File: config.mk
export PLATFORM = sky130hd
export DESIGN_NAME = alu4_accumulator
export DESIGN_NICKNAME = d
export VERILOG_FILES = /design/src/rtl/alu4_pkg.sv /design/src/rtl/addsub4.sv /design/src/rtl/alu4_accumulator.sv
export SDC_FILE = /design/constraint.sdc
export NUM_CORES = 1
export LEC_CHECK = 0
export CAP_MARGIN = 25
export CORE_ASPECT_RATIO = 0.6
export CORE_MARGIN = 5
export CORE_UTILIZATION = 40
export DETAILED_ROUTE_END_ITERATION = 12
export MAX_ROUTING_LAYER = met4
export PLACE_DENSITY = 0.68
export REMOVE_ABC_BUFFERS = 1
export SKIP_CTS_REPAIR_TIMING = 1
export SLEW_MARGIN = 10
export SYNTH_ARGS = -nofsm -noshare
export SYNTH_HDL_FRONTEND = slang
export SYNTH_SLANG_ARGS = --single-unit
File: constraint.sdc
create_clock -name clk -period 2.6 [get_ports clk]
set_clock_uncertainty 0.1 [all_clocks]
set_input_delay 0.39 -clock clk [delete_from_list [all_inputs] [get_ports clk]]
set_output_delay 0.39 -clock clk [all_outputs]
set_load 0.01 [all_outputs]
File: src/rtl/alu4_pkg.sv
// Shared opcode constants and FSM state encoding for the accumulator stage.
package alu4_pkg;

   localparam logic [1:0] OP_ADD  = 2'b00;
   localparam logic [1:0] OP_SUB  = 2'b01;
   localparam logic [1:0] OP_LOAD = 2'b10;
   localparam logic [1:0] OP_MAX  = 2'b11;

   typedef enum logic [1:0] {
      IDLE = 2'b00,
      EXEC = 2'b01,
      RESP = 2'b10
   } state_t;

endpackage

File: src/rtl/addsub4.sv
// Combinational ripple-carry add/subtract. Subtraction inverts b and injects
// a carry-in of 1; signed overflow is the carry into the MSB xor carry out.
module addsub4 #(
   parameter int unsigned WIDTH = 4
) (
   input  logic [WIDTH-1:0] a,
   input  logic [WIDTH-1:0] b,
   input  logic             sub,
   output logic [WIDTH-1:0] sum,
   output logic             cout,
   output logic             ovf
);

   logic [WIDTH:0]   c;
   logic [WIDTH-1:0] bx;

   // Ripple chain, LSB to MSB.
   always_comb begin
      bx   = b ^ {WIDTH{sub}};
      c    = '0;
      sum  = '0;
      c[0] = sub;
      for (int i = 0; i < WIDTH; i++) begin
         sum[i]  = a[i] ^ bx[i] ^ c[i];
         c[i+1]  = (a[i] & bx[i]) | (c[i] & (a[i] ^ bx[i]));
      end
   end

   assign cout = c[WIDTH];
   assign ovf  = c[WIDTH-1] ^ c[WIDTH];

endmodule

File: src/rtl/alu4_accumulator.sv
// Accumulator sequencing stage: accepts one operand/opcode, applies it to the
// running accumulator in a single EXEC cycle, then holds the result until the
// consumer takes it.
module alu4_accumulator
   import alu4_pkg::*;
#(
   parameter int unsigned WIDTH = 4,
   parameter int unsigned CNT_W = 4
) (
   input  logic             clk,
   input  logic             rst,
   input  logic             in_valid,
   output logic             in_ready,
   input  logic [WIDTH-1:0] in_data,
   input  logic [1:0]       in_op,
   output logic             out_valid,
   input  logic             out_ready,
   output logic [WIDTH-1:0] out_acc,
   output logic             out_ovf,
   output logic [CNT_W-1:0] out_count
);

   state_t           state_q, state_d;
   logic [WIDTH-1:0] data_q, data_d;
   logic [1:0]       op_q, op_d;
   logic [WIDTH-1:0] acc_q, acc_d;
   logic             ovf_q, ovf_d;
   logic [CNT_W-1:0] cnt_q, cnt_d;

   logic [WIDTH-1:0] as_sum;
   logic             as_ovf;
   logic             cout_unused;
   logic [CNT_W-1:0] cnt_inc;

   // SUB and MAX both need acc - data; only ADD adds.
   addsub4 #(
      .WIDTH (WIDTH)
   ) u_addsub4 (
      .a    (acc_q),
      .b    (data_q),
      .sub  (op_q != OP_ADD),
      .sum  (as_sum),
      .cout (cout_unused),
      .ovf  (as_ovf)
   );

   assign cnt_inc = (cnt_q == {CNT_W{1'b1}}) ? cnt_q : cnt_q + CNT_W'(1);

   // Next-state and datapath update.
   always_comb begin
      state_d = state_q;
      data_d  = data_q;
      op_d    = op_q;
      acc_d   = acc_q;
      ovf_d   = ovf_q;
      cnt_d   = cnt_q;
      unique case (state_q)
         IDLE: begin
            if (in_valid) begin
               data_d  = in_data;
               op_d    = in_op;
               state_d = EXEC;
            end
         end
         EXEC: begin
            state_d = RESP;
            unique case (op_q)
               OP_ADD, OP_SUB: begin
                  acc_d = as_sum;
                  ovf_d = ovf_q | as_ovf;
                  cnt_d = cnt_inc;
               end
               OP_LOAD: begin
                  acc_d = data_q;
                  ovf_d = 1'b0;
                  cnt_d = '0;
               end
               default: begin
                  // acc < data exactly when the true sign of acc - data is negative.
                  if (as_sum[WIDTH-1] ^ as_ovf) begin
                     acc_d = data_q;
                  end
                  cnt_d = cnt_inc;
               end
            endcase
         end
         RESP: begin
            if (out_ready) begin
               state_d = IDLE;
            end
         end
         default: state_d = IDLE;
      endcase
   end

   // State registers with synchronous reset; reset drops any pending op.
   always_ff @(posedge clk) begin
      if (rst) begin
         state_q <= IDLE;
         data_q  <= '0;
         op_q    <= OP_ADD;
         acc_q   <= '0;
         ovf_q   <= 1'b0;
         cnt_q   <= '0;
      end else begin
         state_q <= state_d;
         data_q  <= data_d;
         op_q    <= op_d;
         acc_q   <= acc_d;
         ovf_q   <= ovf_d;
         cnt_q   <= cnt_d;
      end
   end

   // Handshake flags decode directly from state; result ports mirror registers.
   always_comb begin
      in_ready  = (state_q == IDLE);
      out_valid = (state_q == RESP);
      out_acc   = acc_q;
      out_ovf   = ovf_q;
      out_count = cnt_q;
   end

endmodule

# Yosys cells after proc, flatten, opt, wreduce, memory -nomap -nowiden
# Index checks and enable logic that the tools add are counted.
# W data, S select, Z words.
# op_classes
reduce_logical	11
eq_ne	8
n_addsub	1
n_mux	8
n_bitwise	24
# ops
operator	n
$mux W4	3
$reduce_and A2 Y1	5
$xor A1 B1 Y1	10
$and A1 B1 Y1	8
$pmux W4 S2	1
$pmux W2 S3	1
$or A1 B1 Y1	5
$add A4 B1 Y4 const B	1
$eq A2 B1 Y1 const B	2
$eq A2 B2 Y1 const B	2
$eq A4 B4 Y1 const B	1
$logic_not A2 Y1	2
$mux W2	2
$ne A2 B1 Y1 const B	2
$reduce_bool A2 Y1	2
$xor A4 B4 Y4	1
$reduce_bool A3 Y1	1
$ne A2 B2 Y1 const B	1
$pmux W1 S2	1
$reduce_or A2 Y1	1
# totals
ff_bits	17
word_cells	58
out_inout_bits	11

# Logic depth before layout (Yosys ltp)
# Gate-level depths: netlist of run 1.
# logic_depth
ltp_word	15
ltp_mapped	11

# By module
# From an unflattened synthesis of run 1, not the netlist that was laid out.
# unflattened
cells_unflattened	99
hier_area_um2	975.9
# by_module_without_submodules
mod	area_per_inst_um2	cells_per_inst	seq_area_each_um2	n_inst
alu4_accumulator	845.8	86	340.3	1
addsub4	130.1	13	0.0	1

# Least setup slack after synthesis of run 1
# Ideal clock, no wire load.
# synth_path
path_type	reg2reg
from	reg op_q[1]
to	reg ovf_q, in the netlist out_ovf
setup_ns	0.103
n_path_buf	1
arrival_time_ns	2.364
period_less_slack_ns	2.567
path_stages_with_launch	12
path_slack_ns	0.033
path_cell_list	dfxtp_1 -> buf_2 -> nor2_1 -> xnor2_1 -> fa_1 -> inv_1 -> fa_1 -> inv_1 -> fa_1 -> xnor2_1 -> a21oi_1 -> a2111oi_2
# synth_between
elab_chain_cells	14
word_cells_on_any_way	27
cone_classes	eq/ne (2); mux (1); bitwise (19); reduce/logical (5)
# synth_lines
item	line_no	text
start: declaration	alu4_accumulator.sv:25	logic [1:0] op_q, op_d;
start signal: assignment	alu4_accumulator.sv:108	op_q <= op_d;
$reduce_bool A2 Y1	alu4_accumulator.sv:41	.sub (op_q != OP_ADD),
$xor A4 B4 Y4	addsub4.sv:19	bx = b ^ {WIDTH{sub}};
$xor A1 B1 Y1	addsub4.sv:25	c[i+1] = (a[i] & bx[i]) | (c[i] & (a[i] ^ bx[i]));
$and A1 B1 Y1	addsub4.sv:25	
$or A1 B1 Y1	addsub4.sv:25	
$and A1 B1 Y1	addsub4.sv:25	
$or A1 B1 Y1	addsub4.sv:25	
$and A1 B1 Y1	addsub4.sv:25	
$or A1 B1 Y1	addsub4.sv:25	
$and A1 B1 Y1	addsub4.sv:25	
$or A1 B1 Y1	addsub4.sv:25	
$xor A1 B1 Y1	addsub4.sv:30	assign ovf = c[WIDTH-1] ^ c[WIDTH];
$or A1 B1 Y1	alu4_accumulator.sv:70	ovf_d = ovf_q | as_ovf;
$pmux W1 S2	alu4_accumulator.sv:67	unique case (op_q)
end signal: assignment	alu4_accumulator.sv:110	ovf_q <= ovf_d;
end: declaration	alu4_accumulator.sv:27	logic ovf_q, ovf_d;
# Parallel ways exist; a longest one is shown, timed or not.
# A chain may end at the register's enable or synchronous reset.

# Worst setup path in the final report of run 1
# layout_path
from	reg op_q[0]
to	reg ovf_q, in the netlist out_ovf
# Same word-level chain as after synthesis.

==> metrics.cfg, run 1 <==
[setup_path]
crit_path_start_kind = register
end_kind = register
crit_fanout = 4
critPathLaunch = op_q[0]$_SDFFE_PP0P_
r2r_setup_slack_ns = 0.14
cp.arrival_ns = 2.50
reg2reg_depth = 10
r2r_end = out_ovf$_SDFFE_PP0P_
rr_startpoint = op_q[0]$_SDFFE_PP0P_
path_class = reg -> reg
crit_path_end = out_ovf$_SDFFE_PP0P_
worstPathRequired_ns = 2.64

[layout]
stdcell_count = 153
multi_input_area_sq_um = 557
postLayoutCoreUtil_pct = 56.8
antennaDiodeCount = 0
area_growth_pct = 33.8
layout-drive-gt1-share_pct = 17.1
stdcell_area_sq_um = 1250
seq_area_sq_um = 344
fin_nets = 139
nFillCells = 212

[place]
gp_congestion = 0.892
place_area_sq_um = 1170
hpwl_um = 1600
io_buffers = 20
dp.cells = 149

[power]
power_frac_seq_pct = 44.9
p_int_mw = 0.473
leakage_nw = 0.485
power_density_nw_per_um2 = 525
irDropWorstVdd_uv = 383
pwr-share-comb_pct = 25.9
p_sw_share_pct = 27.8
clkPwrFrac_pct = 29.2
fin_total_pwr_mw = 0.655
power.net_switching_mw = 0.182

[timing]
finalHoldViolCount = 0
relSlewSlack_pct = 55.1
finalSetupViolCount = 0
min_period_ns = 2.46
tns_ns = 0
slew_viol_final = 0
period_share_pct = 94.5
rsz0062_at_grt = yes
tightestPinTransition_ns = 0.671
timing.fmax_ghz = 0.407

[routing]
finalWirelength_um = 2100
viasPerCell = 5.20
wl_per_cell_um = 13.7
drc_errors = 0
drtIter0Drc = 33
vias = 796
ant_nets = 0
drt_pre_antenna_iters = 4

[cts]
clockRootBuffer = clkbuf_8
clock_sinks = 17
clkTransAtPathRegs_ns = 0.06
htree_levels = 1
cts_buffer_depth = 2
clk_latency_ns = 0.25
cts_buffers = 3
cts_tree = done

[global_routing]
overflow = 0
antenna_found_initial = 0
grt_pass1_vias = 807
grt_usage_pct = 14.5
grt_max_degree = 18
grt_pass1_wl_um = 3590

[synth]
ys_seq_area_share_pct = 36.5
synth_area_leader_cell = dfxtp_1
synth_area_leaders = dfxtp_1 37%, fa_1 8.6%, mux2i_1 8.6%
syn_inst = 100
ys_ff_latch = 17
syn-cell-area_sq_um = 932
ys_warn_count = 0
synth_top_area_share_pct = 36.5
yosysUniqueCellTypes = 33
postSynthAreaPerCell_sq_um = 9.32

[floorplan]
pin_count = 21
fp.dieH_um = 47.4
rows = 13
coreArea_sq_um = 2200
die_area_sq_um = 3430
start_util_pct = 42.5
die_x_um = 72.3

[worst_hold_path]
hold_class = reg -> reg

[status]
status = completed

[run]
maxCapViolations = 0

critical path: stages (launching register included):
cell and delay (ns):
dfxtp_2 0.34, nor2_2 0.14, xnor2_1 0.09, fa_1 0.39, inv_1 0.09, fa_2 0.23
inv_1 0.09, fa_2 0.37, xnor2_2 0.14, a21oi_1 0.10, a2111oi_2 0.27
Yosys cell counts, drive strengths merged:
library cell  instances
nor3                  2
fa                    4
a31oi                 3
or3b                  1
nor2b                 4
a31o                  1
nor2                  9
xnor2                 3
a211oi                2
o2111ai               1
a41oi                 1
and3                  2
a21oi                 8
ha                    1
a311oi                2
nand2b                3
dfxtp                17
clkbuf                2
nand4                 1
or2b                  1
a2111oi               1
inv                   7
o21ai                 3
nor3b                 1
xor2                  1
o211a                 2
nand2                 3
nand3                 2
mux2i                 8
buf                   4
final cells by class:
| cell class | count | share of cell area [%] |
|---|---|---|
| Multi-Input combinational cell | 70 | 44.6 |
| Inverter | 7 | 2.11 |
| Tap cell | 30 | 3.01 |
| Sequential cell | 17 | 27.6 |
| Timing Repair Buffer | 25 | 19.1 |
| Clock buffer | 4 | 3.61 |
through the flow:
| step | setup slack [ns] | hold WS [ns] |
|---|---|---|
| floorplan | 0.0234 | 0.359 |
| global placement | 0.125 | 0.399 |
| detailed placement | 0.00468 | 0.389 |
| CTS | -0.0135 | 0.400 |
| global route | -0.0267 | 0.471 |
| finish | 0.143 | 0.401 |
worst min path at each step:
| stage | from | slack, ns | to | cells after the start |
|---|---|---|---|---|
| after floorplan | rst | 0.36 | out_ovf$_SDFFE_PP0P_ | 1 |
| after global placement | out_acc[2]$_SDFFE_PP0P_ | 0.40 | out_acc[2]$_SDFFE_PP0P_ | 2 |
| after detailed placement | out_acc[2]$_SDFFE_PP0P_ | 0.39 | out_acc[2]$_SDFFE_PP0P_ | 2 |
| after CTS | out_acc[2]$_SDFFE_PP0P_ | 0.40 | out_acc[2]$_SDFFE_PP0P_ | 2 |
| after global routing | out_acc[2]$_SDFFE_PP0P_ | 0.47 | out_acc[2]$_SDFFE_PP0P_ | 2 |
| final | out_acc[2]$_SDFFE_PP0P_ | 0.40 | out_acc[2]$_SDFFE_PP0P_ | 2 |
routing by layer:
layer	share of wire (%)	up-vias	global-route usage, %
met3	8.8	2	6.62
met2	45	30	22.6
met4	0.33	0	3.75
li1	-	395	-
met5	0	-	-
met1	46	369	17.2
cells by family after synthesis:
| logic type | Yosys count | share of synthesized area, % |
|---|---|---|
| XOR/XNOR | 4 | 3.76 |
| adder cells (fa/ha/maj) | 5 | 9.93 |
| buffers and inverters | 13 | 6.71 |
| AND/OR/NAND/NOR | 29 | 16.5 |
| AO/OA/AOI/OAI | 24 | 18.0 |
| multiplexers | 8 | 8.59 |
| flip-flops | 17 | 36.5 |
power groups by stage:
stage | combinational, mW | sequential [mW] | clock (mW)
2_1_floorplan | 0.0895 | 0.299 | 0
3_3_place_gp | 0.155 | 0.297 | 0
3_5_place_dp | 0.158 | 0.298 | 0
4_1_cts | 0.160 | 0.292 | 0.200
5_1_grt | 0.189 | 0.296 | 0.211
6_report | 0.169 | 0.294 | 0.191
registers in the layout (all words and copies together), names as in the netlist:
| register | flops |
|---|---|
| out_acc | 4 |
| op_q | 2 |
| out_ovf | 1 |
| state_q | 2 |
| data_q | 4 |
| out_count | 4 |
layout by cell type (no fill, tap or decap), drive strengths merged:
cell type      instances
or2b                   1
nor2b                  4
o21ai                  3
o211a                  2
a31o                   1
nor2                   9
nand4                  1
o2111ai                1
a21oi                  8
xor2                   1
nor3b                  1
a2111oi                1
or3b                   1
dfxtp                 17
clkbuf                 4
mux2i                  8
ha                     1
nand2                  3
xnor2                  3
buf                    5
a31oi                  3
nor3                   2
and3                   2
fa                     4
a41oi                  1
a211oi                 2
nand2b                 3
inv                    7
nand3                  2
a311oi                 2
clkdlybuf4s50         20
(Power assumes the default switching activity.)
==> inputs of run 2 (changes only) <==
PLACE_DENSITY = 0.66   (was 0.68)
clock period = 3.15 ns   (was 2.6 ns; I/O delays follow)
==> metrics.cfg, run 2 (synthesis gave the netlist of run 1 again) <==
[status]
status = completed

[setup_path]
reg2reg_depth = 10
cpLargestDelayFamily = adder cells
critPathMostFrequentCell = fa_1
worstPathCellList = nor2_1 -> xnor2_1 -> fa_1 -> inv_1 -> fa_1 -> inv_1 -> fa_1 -> and3_1 -> o21ai_0 -> o211a_1
r2r_setup_slack_ns = 0.37
crit_path_start_kind = register
slowest_stage = fa_1
rr_startpoint = op_q[0]$_SDFFE_PP0P_
r2r_end = out_acc[0]$_SDFFE_PP0P_
cp_num_buf_inv = 2
worstPathRequired_ns = 3.24
crit_fanout = 8
critPathMaxStageDelay_ns = 0.42
end_kind = register
path_class = reg -> reg
cp.arrival_ns = 2.88

[run]
maxCapViolations = 0

[global_routing]
grt_pass1_vias = 780
grt_max_degree = 18
grt_usage_pct = 15.5
antenna_found_initial = 0
overflow = 0
grt_pass1_wl_um = 3710

[timing]
final.setup.worst_slack_ns = 0.365
slew_viol_final = 0
relSlewSlack_pct = 53.9
min_period_ns = 2.78
tightestPinTransition_ns = 0.690
timing.fmax_ghz = 0.359
tns_ns = 0
rsz0062_at_grt = no
finalHoldViolCount = 0
period_share_pct = 88.4
finalSetupViolCount = 0

[layout]
fin_nets = 137
mostFrequentLayoutCell = clkdlybuf4s50_1
final_cell_mix = 20 x clkdlybuf4s50_1, 17 x dfxtp_1, 9 x nor2_1
area_growth_pct = 29.0
layout-drive-gt1-share_pct = 8.26
antennaDiodeCount = 0

[cts]
clockRootBuffer = clkbuf_8
cts_buffers = 3
htree_levels = 1
cts_tree = done
clkTransAtPathRegs_ns = 0.07
clk_latency_ns = 0.25
clock_sinks = 17
cts_buffer_depth = 2

[place]
place_ws_ns = 0.382
io_buffers = 20
hpwl_um = 1740
gp_congestion = 0.880

[routing]
ant_nets = 0
vias = 800
drt_pre_antenna_iters = 4
drc_errors = 0
viasPerCell = 5.30
wl_per_cell_um = 15.1
finalWirelength_um = 2280
drtIter0Drc = 32

[worst_hold_path]
holdPathStages = 2
hold_class = reg -> reg
min_from = out_acc[2]$_SDFFE_PP0P_
holdPathEnd = out_acc[2]$_SDFFE_PP0P_

[floorplan]
pin_count = 21
die_x_um = 72.3
coreArea_sq_um = 2200
die_area_sq_um = 3430
fp.dieH_um = 47.4
start_util_pct = 42.5
rows = 13

[power]
leakage_nw = 0.470
power_density_nw_per_um2 = 444
irDropWorstVdd_uv = 299

## run 2: changes by cell type in the layout (fill, tap and decap cells not counted), moves of 2 or more
cell / before / now
buf_4: 5 / 3
dfxtp_2: 3 / 0
fa_1: 1 / 4
fa_2: 3 / 0
dfxtp_1: 14 / 17
## run 2: layout make-up
class | instances | area [sq um]
fillers | 208 | 993
multi-input cells | 70 | 529
flip-flops and latches | 17 | 340
repair buffers | 23 | 223
clock buffers | 3 | 41.3
well taps | 30 | 37.5
inverters | 7 | 26.3
clock inverters | 1 | 5.00
## run 2: stage by stage
stage / hold slack (ns) / utilization, % / cells / total power [mW] / cell area, sq um
finish: 0.410 / 54.8 / 151 / 0.533 / 1200
global route: 0.470 / 54.8 / 151 / 0.562 / 1200
detailed placement: 0.398 / 52.6 / 147 / 0.374 / 1160
global placement: 0.394 / 52.6 / 147 / 0.369 / 1160
floorplan: 0.400 / - / 94 / 0.321 / 896
CTS: 0.411 / 54.8 / 151 / 0.537 / 1200
## run 2: worst max path at each step
stage                               from                      end  slack [ns]  cells past startpoint
global placement    op_q[0]$_SDFFE_PP0P_     out_ovf$_SDFFE_PP0P_        0.53                     10
finish              op_q[0]$_SDFFE_PP0P_  out_acc[0]$_SDFFE_PP0P_        0.37                     10
global route        op_q[0]$_SDFFE_PP0P_  out_acc[3]$_SDFFE_PP0P_        0.18                     10
floorplan           op_q[1]$_SDFFE_PP0P_     out_ovf$_SDFFE_PP0P_        0.57                     10
CTS                 op_q[0]$_SDFFE_PP0P_  out_acc[0]$_SDFFE_PP0P_        0.36                     10
detailed placement  op_q[0]$_SDFFE_PP0P_  out_acc[0]$_SDFFE_PP0P_        0.38                     10
## run 2: where the power goes
| part | total (mW) | switching, mW | internal (mW) |
|---|---|---|---|
| combinational | 0.128 | 0.0644 | 0.0640 |
| clock | 0.163 | 0.0756 | 0.0878 |
| sequential | 0.241 | 0.0141 | 0.227 |
## run 2: routing by layer
metal  track usage [%]  routed length, um  vias up
li1                  -                  -      389
met1              18.8               1110      369
met2              22.8                929       32
met3              5.56                154       10
met4              8.24                 87        0
met5                 -                  0        -
## run 2: worst register-to-register path: cells and delay by family, from the launching register on
kind | cells | cell delay, ns
adders and majority gates | 3 | 1.02
buffers and inverters | 2 | 0.18
and+or+nand+nor | 2 | 0.53
xor gates and xnor gates | 1 | 0.14
DFF | 1 | 0.38
AOI/OAI and AO/OA | 2 | 0.38
